**src/rtl/count_sched_pkg.sv**
```systemverilog
// Shared types and constants for the round-robin scheduled interval timer.
package count_sched_pkg;

    localparam int WIDTH   = 7;
    localparam int NUM_REQ = 2;

    typedef enum logic [1:0] {
        IDLE = 2'd0,
        RUN  = 2'd1,
        DONE = 2'd2
    } state_e;

endpackage

```
**src/rtl/count_sched_if.sv**
```systemverilog
// Request/completion bundle between the timer and its two requesters.
// The abort signal exists only when COUNT_SCHED_ABORT_EN is defined.
interface count_sched_if;
    import count_sched_pkg::*;

    logic [NUM_REQ-1:0] req_valid;
    logic [WIDTH-1:0]   req_len0;
    logic [WIDTH-1:0]   req_len1;
    logic [NUM_REQ-1:0] req_ready;
`ifdef COUNT_SCHED_ABORT_EN
    logic               abort;
`endif
    logic               busy;
    logic               grant_id;
    logic [WIDTH-1:0]   cnt_q;
    logic               done;
    logic               done_id;
    logic               done_abort;

`ifdef COUNT_SCHED_ABORT_EN
    modport master (output req_valid, req_len0, req_len1, abort,
                    input  req_ready, busy, grant_id, cnt_q, done, done_id, done_abort);
    modport slave  (input  req_valid, req_len0, req_len1, abort,
                    output req_ready, busy, grant_id, cnt_q, done, done_id, done_abort);
`else
    modport master (output req_valid, req_len0, req_len1,
                    input  req_ready, busy, grant_id, cnt_q, done, done_id, done_abort);
    modport slave  (input  req_valid, req_len0, req_len1,
                    output req_ready, busy, grant_id, cnt_q, done, done_id, done_abort);
`endif

endinterface

```
**src/rtl/count_sched_rr_pick2.sv**
```systemverilog
// Combinational two-way round-robin picker: on a tie the requester not
// granted last wins; a lone requester always wins.
module rr_pick2
    import count_sched_pkg::*;
(
    input  logic [NUM_REQ-1:0] req_valid_i,
    input  logic               rr_last_i,
    output logic [NUM_REQ-1:0] grant_o,
    output logic               id_o
);

    always_comb begin
        id_o    = 1'b0;
        grant_o = '0;
        case (req_valid_i)
            2'b01:   id_o = 1'b0;
            2'b10:   id_o = 1'b1;
            2'b11:   id_o = ~rr_last_i;
            default: id_o = 1'b0;
        endcase
        if (|req_valid_i)
            grant_o[id_o] = 1'b1;
    end

endmodule

```
**src/rtl/count_sched.sv**
```systemverilog
// Round-robin scheduled interval timer sharing one 7-bit up-counter.
// Optional run cancellation is enabled by COUNT_SCHED_ABORT_EN.
module count_sched
    import count_sched_pkg::*;
(
    input  logic         clk_i,
    input  logic         rst_i,
    count_sched_if.slave bus
);

    state_e             state_q, state_d;
    logic [WIDTH-1:0]   cnt_q, cnt_d, len_q, len_d, sel_len, cnt_inc;
    logic               grant_q, grant_d, rr_last_q, rr_last_d;
    logic               abort_q, abort_d, abort_in;
    logic [NUM_REQ-1:0] pick_grant;
    logic               pick_id;

`ifdef COUNT_SCHED_ABORT_EN
    assign abort_in = bus.abort;
`else
    assign abort_in = 1'b0;
`endif

    rr_pick2 u_pick (
        .req_valid_i (bus.req_valid),
        .rr_last_i   (rr_last_q),
        .grant_o     (pick_grant),
        .id_o        (pick_id)
    );

    assign sel_len = pick_id ? bus.req_len1 : bus.req_len0;
    assign cnt_inc = cnt_q + WIDTH'(1);

    always_comb begin
        state_d   = state_q;
        cnt_d     = cnt_q;
        len_d     = len_q;
        grant_d   = grant_q;
        rr_last_d = rr_last_q;
        abort_d   = abort_q;
        case (state_q)
            IDLE: begin
                if (|bus.req_valid) begin
                    len_d   = sel_len;
                    cnt_d   = '0;
                    grant_d = pick_id;
                    abort_d = 1'b0;
                    state_d = (sel_len == '0) ? DONE : RUN;
                end
            end
            RUN: begin
                // Abort wins over the increment so the count freezes where it stood.
                if (abort_in) begin
                    abort_d = 1'b1;
                    state_d = DONE;
                end else begin
                    cnt_d = cnt_inc;
                    if (cnt_inc == len_q)
                        state_d = DONE;
                end
            end
            DONE: begin
                rr_last_d = grant_q;
                state_d   = IDLE;
            end
            default: state_d = IDLE;
        endcase
    end

    always_ff @(posedge clk_i) begin
        if (rst_i) begin
            state_q   <= IDLE;
            cnt_q     <= '0;
            len_q     <= '0;
            grant_q   <= 1'b0;
            rr_last_q <= 1'b1;
            abort_q   <= 1'b0;
        end else begin
            state_q   <= state_d;
            cnt_q     <= cnt_d;
            len_q     <= len_d;
            grant_q   <= grant_d;
            rr_last_q <= rr_last_d;
            abort_q   <= abort_d;
        end
    end

    assign bus.req_ready  = (state_q == IDLE && !rst_i) ? pick_grant : '0;
    assign bus.busy       = (state_q != IDLE);
    assign bus.grant_id   = grant_q;
    assign bus.cnt_q      = cnt_q;
    assign bus.done       = (state_q == DONE);
    assign bus.done_id    = (state_q == DONE) & grant_q;
    assign bus.done_abort = (state_q == DONE) & abort_q;

endmodule

```
**src/flat_wrapper.sv**
```systemverilog
// flat-port wrapper written by rule: the top's interface ports become plain ports
module count_sched_flat import count_sched_pkg::*;
  (clk_i, rst_i, bus_req_valid, bus_req_len0, bus_req_len1, bus_req_ready, bus_busy, bus_grant_id, bus_cnt_q, bus_done, bus_done_id, bus_done_abort);
  count_sched_if bus_i ();
  input  logic clk_i;
  input  logic rst_i;
  input wire logic [$bits(bus_i.req_valid)-1:0] bus_req_valid;
  input wire logic [$bits(bus_i.req_len0)-1:0] bus_req_len0;
  input wire logic [$bits(bus_i.req_len1)-1:0] bus_req_len1;
  output wire logic [$bits(bus_i.req_ready)-1:0] bus_req_ready;
  output wire logic [$bits(bus_i.busy)-1:0] bus_busy;
  output wire logic [$bits(bus_i.grant_id)-1:0] bus_grant_id;
  output wire logic [$bits(bus_i.cnt_q)-1:0] bus_cnt_q;
  output wire logic [$bits(bus_i.done)-1:0] bus_done;
  output wire logic [$bits(bus_i.done_id)-1:0] bus_done_id;
  output wire logic [$bits(bus_i.done_abort)-1:0] bus_done_abort;
  assign bus_i.req_valid = bus_req_valid;
  assign bus_i.req_len0 = bus_req_len0;
  assign bus_i.req_len1 = bus_req_len1;
  assign bus_req_ready = bus_i.req_ready;
  assign bus_busy = bus_i.busy;
  assign bus_grant_id = bus_i.grant_id;
  assign bus_cnt_q = bus_i.cnt_q;
  assign bus_done = bus_i.done;
  assign bus_done_id = bus_i.done_id;
  assign bus_done_abort = bus_i.done_abort;
  count_sched u_core (.clk_i(clk_i), .rst_i(rst_i), .bus(bus_i));
endmodule
```
**config.mk**
```make
export PLATFORM = sky130hd
export DESIGN_NAME = count_sched_flat
export DESIGN_NICKNAME = d
export VERILOG_FILES = /design/src/rtl/count_sched_pkg.sv /design/src/rtl/count_sched_if.sv /design/src/rtl/count_sched_rr_pick2.sv /design/src/rtl/count_sched.sv /design/src/flat_wrapper.sv
export SDC_FILE = /design/constraint.sdc
export NUM_CORES = 1
export LEC_CHECK = 0
export ABC_AREA = 1
export BUFFER_PORTS_ARGS = -buffer_cell sky130_fd_sc_hd__buf_2
export CAP_MARGIN = 10
export CORE_MARGIN = 2
export CORE_UTILIZATION = 45
export DETAILED_ROUTE_END_ITERATION = 8
export PLACE_DENSITY = 0.78
export SYNTH_ARGS = -nofsm -noshare
export SYNTH_HDL_FRONTEND = slang
export SYNTH_SLANG_ARGS = --single-unit
```
**constraint.sdc**
```tcl
create_clock -name clk_i -period 1.4 [get_ports clk_i]
set_input_delay 0.07 -clock clk_i [delete_from_list [all_inputs] [get_ports clk_i]]
set_output_delay 0.07 -clock clk_i [all_outputs]
set_load 0.005 [all_outputs]
```
-- Word level (Yosys, flattened, before mapping)
Cells that the tools add are included.
- flip-flop bits (word level): 18
- word-level logic and storage cells: 40
- add/subtract/negate cells: 1
- $lt $le $gt $ge: 2
- equality and inequality tests: 7
- multiplexer cells: 12
- bitwise gates (word level): 2
- reduce and logical (&&, ||, !) cells: 11
- operator list (operator ; count):
    7-bit 2-to-1 mux ; 2
    7-bit one-hot mux with 2 select lines ; 1
    2-bit 2-to-1 mux ; 5
    7-bit by 1-bit adder with 7-bit output (second input constant) ; 1
    7-bit == test ; 1
    7-bit zero test ; 1
    2-bit == test (second input constant) ; 3
    2-bit AND reduction ; 3
    2-bit by 1-bit != test with 1-bit output (second input constant) ; 2
    2-bit one-hot mux with 2 select lines ; 1
    2-bit nonzero test ; 2
    2-bit by 1-bit == test with 1-bit output (second input constant) ; 1
    1-bit logical AND ; 2
    2-bit zero test ; 1
    1-bit by 2-bit less-than comparator with 1-bit output (second input constant) ; 1
    1-bit one-hot mux with 2 select lines ; 1
    2-bit OR reduction ; 1
    1-bit AND ; 1
    1-bit demux with 1-bit select ; 1
    1-bit greater-or-equal comparator (second input constant) ; 1
    1-bit zero test ; 1
    1-bit 2-to-1 mux ; 1
    1-bit NOT ; 1

-- Longest topological paths before layout
Gate-level depths: netlist (run 1).
- word-level depth: 8
- depth in mapped cells: 12
- mapped depth without buffers: 12

-- Modules after synthesis
Synthesis (run 1) repeated with hierarchy kept, for this count alone.
- cell total of the unflattened synthesis: 173
- area, all modules: 1106.1 µm²
- by module, submodules not included (module ; times used ; cells an instance ; area each (µm²) ; sequential area each (µm²)):
    count_sched ; 1 ; 167 ; 1081.0 ; 360.3
    rr_pick2 ; 1 ; 6 ; 25.0 ; 0.0

-- Worst setup path before layout (run 1)
OpenSTA, ideal clock, no wires.
- kind: register -> register
- start point: register u_core.cnt_q[0], in the netlist u_core.bus.cnt_q[0]
- end point: register u_core.state_q[0]
- arrival time: 1.356 ns
- data required time: 1.269 ns
- slack: -0.086 ns
- cell stages (with the launch flop): 13
- buffers on the path: 0
- period minus slack after synthesis: 1.486 ns
- path through: dfxtp_1 -> ha_1 -> nand2_2 -> nor2_2 -> nand2_1 -> nand2_1 -> nand2_1 -> nand2_1 -> nand2_1 -> nor2_1 -> nand2_1 -> nand2_1 -> a21oi_2
- longest elaborated chain between the ends: 4
- ends and longest elaborated chain (what ; line ; text):
    start, declared ; count_sched.sv:12 ; logic [WIDTH-1:0] cnt_q, cnt_d, len_q, len_d, sel_len, cnt_inc;
    start signal, assigned ; count_sched.sv:80 ; cnt_q <= cnt_d;
    7-bit by 1-bit adder with 7-bit output ; count_sched.sv:32 ; assign cnt_inc = cnt_q + WIDTH'(1);
    7-bit == test ; count_sched.sv:58 ; if (cnt_inc == len_q)
    2-bit by 1-bit != test with 1-bit output (no source line) ; -- ;
    2-bit AND reduction (no source line) ; -- ;
    end signal, assigned ; count_sched.sv:79 ; state_q <= state_d;
    end, declared ; count_sched.sv:11 ; state_e state_q, state_d;
No other way between the ends.
A chain may end at the register's enable or synchronous reset.

-- Final worst setup path (run 1)
Same ends and word-level chain as after synthesis.

==> summary.txt, run 1 <==
Setup path
  • Setup crit end kind: flip-flop
  • CP Class: reg -> reg
  • Critical path required time: about 1600 ps
  • CP max FO: 3
  • CP Launch Type: flip-flop
  • CP Data Arrival Time: 1630 ps

Drt
  • Via/cell ratio: roughly 4.7
  • Via count: 1,211
  • Post-DRT Antenna Nets: 0
  • Total wire length: around 2.4 mm
  • Avg WL per Cell: 9.26 µm
  • First DRT Iteration DRCs: 18
  • TritonRoute pass-1 iters: 4
  • Remaining DRCs: 0

Timing
  • Minimum clock period: 1420 ps
  • F_max: 703 MHz
  • Setup skew after layout: roughly 9.5 ps
  • Final setup viols: 1
  • Final WS setup: -22.4 ps
  • Hold WS: 115 ps
  • Final Hold Fails: 0
  • Tcrit/Tclk final: 102%
  • Setup total negative slack: -22.4 ps
  • RSZ-0062 raised after global routing: true
  • Final Max Slew Viols: 0

CTS
  • TritonCTS buffer count: 3
  • Worst-Skew Late Latency: 300 ps
  • CTS tree: done
  • Clock slew seen by the registers of the worst setup and hold paths: 110 ps
  • Clk sinks: 18
  • CTS Root Cell: clkbuf_4
  • Post-CTS Hold Fix Bufs: 0
  • Clk buf depth: 2
  • H-Tree Depth: 1

Logic synthesis
  • Mapped Area: 0.00113 mm²
  • Post-Syn Nets: a little over 200
  • Cell with the most instances after synthesis: nand2_1
  • Synth top area cells: dfxtp_1 32%, nand2_1 20%, inv_1 11%, nor2_1 7.0%, nand3_1 4.0%
  • Synth Instances: 185
  • Post-Syn Area per Cell: 6.09 µm²
  • Post-synth top area share: 32.0%
  • Yosys cell types: 26
  • Asr flop ratio synth: 0%
  • Number of synthesized flops with an enable pin: 0
  • Register area share after synthesis: 32.0%
  • Synthesized flop and latch total: 18
  • Ys flop type: dfxtp_1
  • Synth area leader: dfxtp_1
  • Yosys warning total: 0
  • Top post-synthesis cells by count: 59 x nand2_1, 32 x inv_1, 21 x nor2_1, 18 x dfxtp_1

Cells and area
  • P&R area growth vs syn: 28.2%
  • Nets: 249
  • Layout cell share with drive strength beyond 1: 28.9%
  • Number of diodes: 0
  • Post-layout util: 59.4%

Die
  • Total I/O pin count: 32
  • Initial Util: 46.3%
  • Die height: 54.1 µm
  • Die area: 0.00292 mm²
  • Core region area: 0.00243 mm²
  • # rows: 18
  • Die X: 54.1 µm

Status
  • Status: finished with violations
  • Violated checks: setup timing

Placement
  • Port Buf Inserts: 30
  • Global placement routability congestion: roughly 0.77
  • Pre-CTS setup slack: -24.1 ps
  • HPWL after DPL: 1.80 mm

Global routing
  • Remaining Overflow, GRT: 0
  • Largest net degree at the start of global routing: 15
  • GRT Util Overall: 18.6%
  • Vias in the first global route: 1,023
  • First-pass GRT wire length: ~4.0 mm
  • Initial antenna violation count: 0

Power and ir drop
  • Max VDD drop: 0.000453 V
  • Lkg Pwr: 0.772 nW
  • Pwr dens: between 800 and 900 mW/mm²

Hold path
  • Hold Crit Class: in -> reg

Run
  • MaxCap Viol Count: 0
-- path summary, 6_finish.rpt --
check | from | end | slack, ps | cells past startpoint
worst max-delay path | u_core.bus.cnt_q[0] | u_core.state_q[0] | -20 | 12
worst min-delay path | rst_i | u_core.state_q[0] | 110 | 3
worst max register to register | u_core.bus.cnt_q[0] | u_core.state_q[0] | -20 | 12
worst min register to register | u_core.len_q[2] | u_core.len_q[2] | 520 | 2
-- repair_timing --
action,4_1_cts,5_1_grt
cloned,0,0
setup endpoints to repair,2,2
gates resized for setup,4,3
pin swaps,8,4
buffers inserted,4,0
-- sequential cells by signal, summed over array words and instances (netlist names) --
signal and flops:
u_core.bus.cnt_q 7, u_core.bus.grant_id 1, u_core.len_q 7, u_core.rr_last_q 1
u_core.state_q 2
-- kinds of logic (layout without fill, tap and decap cells) --
kind of cell | after synthesis | after routing | synth area share, %
buffers and inverters | 38 | 81 | 13.8
AND/OR/NAND/NOR | 99 | 99 | 36.2
other | 1 | 1 | 0.333
AO/OA/AOI/OAI | 28 | 28 | 16.6
flip-flops | 18 | 18 | 32.0
adder cells (fa/ha/maj) | 1 | 1 | 1.11
-- layout make-up --
type                    instances  area, µm²
flip-flops and latches         18        370
repair buffers                 44        263
well taps                      30       37.5
multi-input cells             129        624
fillers                       252        987
clock buffers                   3       22.5
inverters                      34        128
-- per-layer routing --
metal  track usage, %  routed length (µm)  up-vias
li1                 -                   -      655
met1             22.6                1120      527
met2             32.5                1140       23
met3             3.33                  83        6
met4             6.67                  40        0
met5                0                   0        -
-- cell usage in the layout, fill, tap and decap left out, drive strengths merged --
cell and instances:
buf 44, o21bai 1, clkbuf 3, ha 1, nand2 62, clkinv 1
nor2 24, nor3 1, o21ai 12, nand3 9, dfxtp 18, and3 1
nand4 1, nand3b 1, inv 33, o211ai 6, conb 1, a21oi 9
-- worst max-delay path, cell delays in order, from the launching register on --
cell	delay [ps]
dfxtp_4	380
ha_4	270
inv_2	30
nand2_1	50
nand2_1	50
nor2_1	90
nand2_1	50
nor2_1	80
nand2_1	60
nor2_1	80
nand2_1	80
nand2_1	80
a21oi_2	50
-- power breakdown --
group	leakage, nW	total, mW	internal (mW)	switching, mW
sequential	0.149	0.604	0.563	0.0414
combinational	0.609	0.391	0.176	0.216
clock	0.0138	0.263	0.100	0.163
total	0.772	1.26	0.839	0.420
-- metrics by stage --
stage	total power, mW	std cells	instance area [µm²]
CTS	1.26	258	1440
global placement	0.979	251	1380
detailed placement	0.984	251	1380
global route	1.35	258	1450
finish	1.26	258	1450
floorplan	0.864	185	1140
(Power assumes the default switching activity.)
==> inputs of run 2 (changes only) <==
--- a/config.mk
+++ b/config.mk
@@ -6,12 +6,12 @@
 export NUM_CORES = 1
 export LEC_CHECK = 0
 export ABC_AREA = 1
-export BUFFER_PORTS_ARGS = -buffer_cell sky130_fd_sc_hd__buf_2
 export CAP_MARGIN = 10
 export CORE_MARGIN = 2
 export CORE_UTILIZATION = 45
 export DETAILED_ROUTE_END_ITERATION = 8
-export PLACE_DENSITY = 0.78
+export DONT_BUFFER_PORTS = 1
+export PLACE_DENSITY_LB_ADDON = 0.15
 export SYNTH_ARGS = -nofsm -noshare
 export SYNTH_HDL_FRONTEND = slang
 export SYNTH_SLANG_ARGS = --single-unit
==> run 2 against run 1 <==
The flow finishes with violations (hold timing, setup timing). Cell count fell by 11%. Combinational power shrank 6.6%. Final area fell by 8.0%. Global-route usage grew 1.3 points. Maximum frequency shrank 0.67%. Non-clock buffer count down 30. Register-to-register slack barely moved. Die area is the same. First-iteration DRC count shrank 44%. Core utilization is 4.7 points lower. Largest cell class unchanged. Largest power group unchanged.
==> summary.txt, run 2 (synthesis results as in run 1) <==
Status
  • Status: finished with violations
  • Violated checks: hold timing, setup timing

Setup path
  • CP Class: reg -> reg
  • CP Data Arrival Time: 1640 ps
  • CP Launch Type: flip-flop
  • Slowest cell on crit path: dfxtp_2
  • Worst path max stage delay: roughly 360 ps
  • Flop2flop setup slack: -30 ps
  • Critical path required time: 1610 ps
  • Setup crit end kind: flip-flop
  • Worst path cell trace: ha_4 -> inv_2 -> nand2_1 -> nand2_1 -> nor2_2 -> nand2_1 -> nor2_1 -> nand2_1 -> nor2_1 -> nand2_1 -> nand2_1 -> a21oi_2
  • Critical Path Most Common Cell: nand2_1
  • CP max FO: 3

CTS
  • CTS Root Cell: clkbuf_4
  • CTS tree: done
  • Worst-Skew Late Latency: roughly 300 ps
  • H-Tree Depth: 1
  • Clk sinks: 18
  • TritonCTS buffer count: 3
  • Clk buf depth: 2
  • Clock slew seen by the registers of the worst setup and hold paths: around 110 ps

Drt
  • First DRT Iteration DRCs: 10
  • Avg WL per Cell: 11.1 µm
  • Via count: ~1,100
  • Via/cell ratio: 4.98
  • Post-DRT Antenna Nets: 0
  • Total wire length: 2.56 mm
  • TritonRoute pass-1 iters: 4
  • Remaining DRCs: 0

Timing
  • Minimum clock period: 1430 ps
  • Setup skew after layout: 6.15 ps
  • Final WS setup: -32.0 ps
  • Hold WS: -188 ps
  • Final setup viols: 2
  • Tcrit/Tclk final: 102%
  • RSZ-0062 raised after global routing: true
  • Final Max Slew Viols: 0
  • Final Hold Fails: 10
  • F_max: 698 MHz

Global routing
  • GRT Util Overall: 19.8%
  • Remaining Overflow, GRT: 0
  • First-pass GRT wire length: roughly 4.2 mm
  • Largest net degree at the start of global routing: 17
  • Initial antenna violation count: 0
  • Vias in the first global route: 981

Die
  • Initial Util: 46.3%
  • # rows: 18
  • Core region area: ~0.0024 mm²
  • Die height: 54.1 µm
  • Die X: roughly 54 µm
  • Die area: about 0.003 mm²
  • Total I/O pin count: 32

Run
  • MaxCap Viol Count: 0

Cells and area
  • P&R area growth vs syn: 18.0%
  • Commonest non-fill, non-tap cell in the layout: nand2_1
  • Nets: 220
  • Number of diodes: 0
  • Most frequent cells in the layout: 58 x nand2_1, 31 x inv_1, 19 x nor2_1
  • Largest regs: u_core.bus.cnt_q x7, u_core.len_q x7, u_core.state_q x2
  • Post-route cell area: between 0.001 and 0.0015 mm²
  • Layout cell share with drive strength beyond 1: 20.5%

Power and ir drop
  • Internal power: between 0.8 and 0.9 mW
  • NetSw: between 0.4 and 0.5 mW
  • Lkg Pwr: 0.645 nW
  • Pwr dens: 980 mW/mm²
  • Sw Share: 32.4%
  • Max VDD drop: 0.000636 V
  • Sequential share of power: a little under half
  • Pwr Total: 1.30 mW
  • Gate power share: 28.0%
  • Clk pwr share: 25.3%

Placement
  • Placed cell area: between 0.001 and 0.0015 mm²
  • Port Buf Inserts: 0
  • Pre-CTS setup slack: -16.9 ps
  • Global placement routability congestion: 0.767
  • HPWL after DPL: 1.86 mm

Hold path
  • Hold Crit Class: in -> reg
run 2: changes by cell type in the layout (fill, tap and decap cells not counted), sizes merged:
cell    change
clkbuf      +1
buf        -30
a21oi       +1
run 2: power by group through the flow:
stage / Combinational, mW / Clock, mW / Sequential (mW)
floorplan: 0.253 / 0 / 0.611
global placement: 0.349 / 0 / 0.616
CTS: 0.364 / 0.343 / 0.610
global route: 0.413 / 0.357 / 0.617
detailed placement: 0.356 / 0 / 0.618
finish: 0.365 / 0.329 / 0.610
run 2: final timing paths:
| kind | depth (start not counted) | start | end |
|---|---|---|---|
| worst max-delay path | 12 | u_core.bus.cnt_q[0] | u_core.state_q[0] |
| worst min-delay path | 1 | rst_i | u_core.state_q[0] |
| worst max register to register | 12 | u_core.bus.cnt_q[0] | u_core.state_q[0] |
| worst min register to register | 2 | u_core.len_q[2] | u_core.len_q[2] |
run 2: worst max-delay path, delay by kind of cell, from the launching register on:
kind                     cells  cell delay, ps
buffers and inverters        1              30
AND/OR/NAND/NOR              9             630
adder cells (fa/ha/maj)      1             270
flip-flops                   1             360
AO/OA/AOI/OAI                1              50
run 2: area by class of cell:
class | instances | area, µm²
Clock buffer | 4 | 36.3
Fill cell | 246 | 1100
Inverter | 34 | 128
Timing Repair Buffer | 14 | 118
Multi-Input combinational cell | 130 | 646
Tap cell | 30 | 37.5
Sequential cell | 18 | 365
run 2: metal layers:
metal / up-vias / GRT usage [%] / wire length, µm
li1: 609 / - / -
met1: 504 / 22.9 / 1130
met2: 28 / 36.0 / 1290
met3: 5 / 2.78 / 99
met4: 0 / 8.75 / 45
met5: - / 0 / 0
run 2: per-stage QoR:
step,TNS [ps],hold slack (ps),utilization [%],std cells
floorplan,0,236,-,185
global placement,0,134,52.2,225
detailed placement,-32.4,135,52.2,225
CTS,-2.67,-203,54.6,230
global route,-289,-206,54.7,230
finish,-42.6,-188,54.7,230
run 2: what timing repair did:
action                                  CTS  global route
endpoints found under the setup margin    2             2
setup buffers                             0             0
hold endpoints to repair                 10            10
pin swaps                                 6             2
resized for setup                         6             1
gates cloned                              1             0
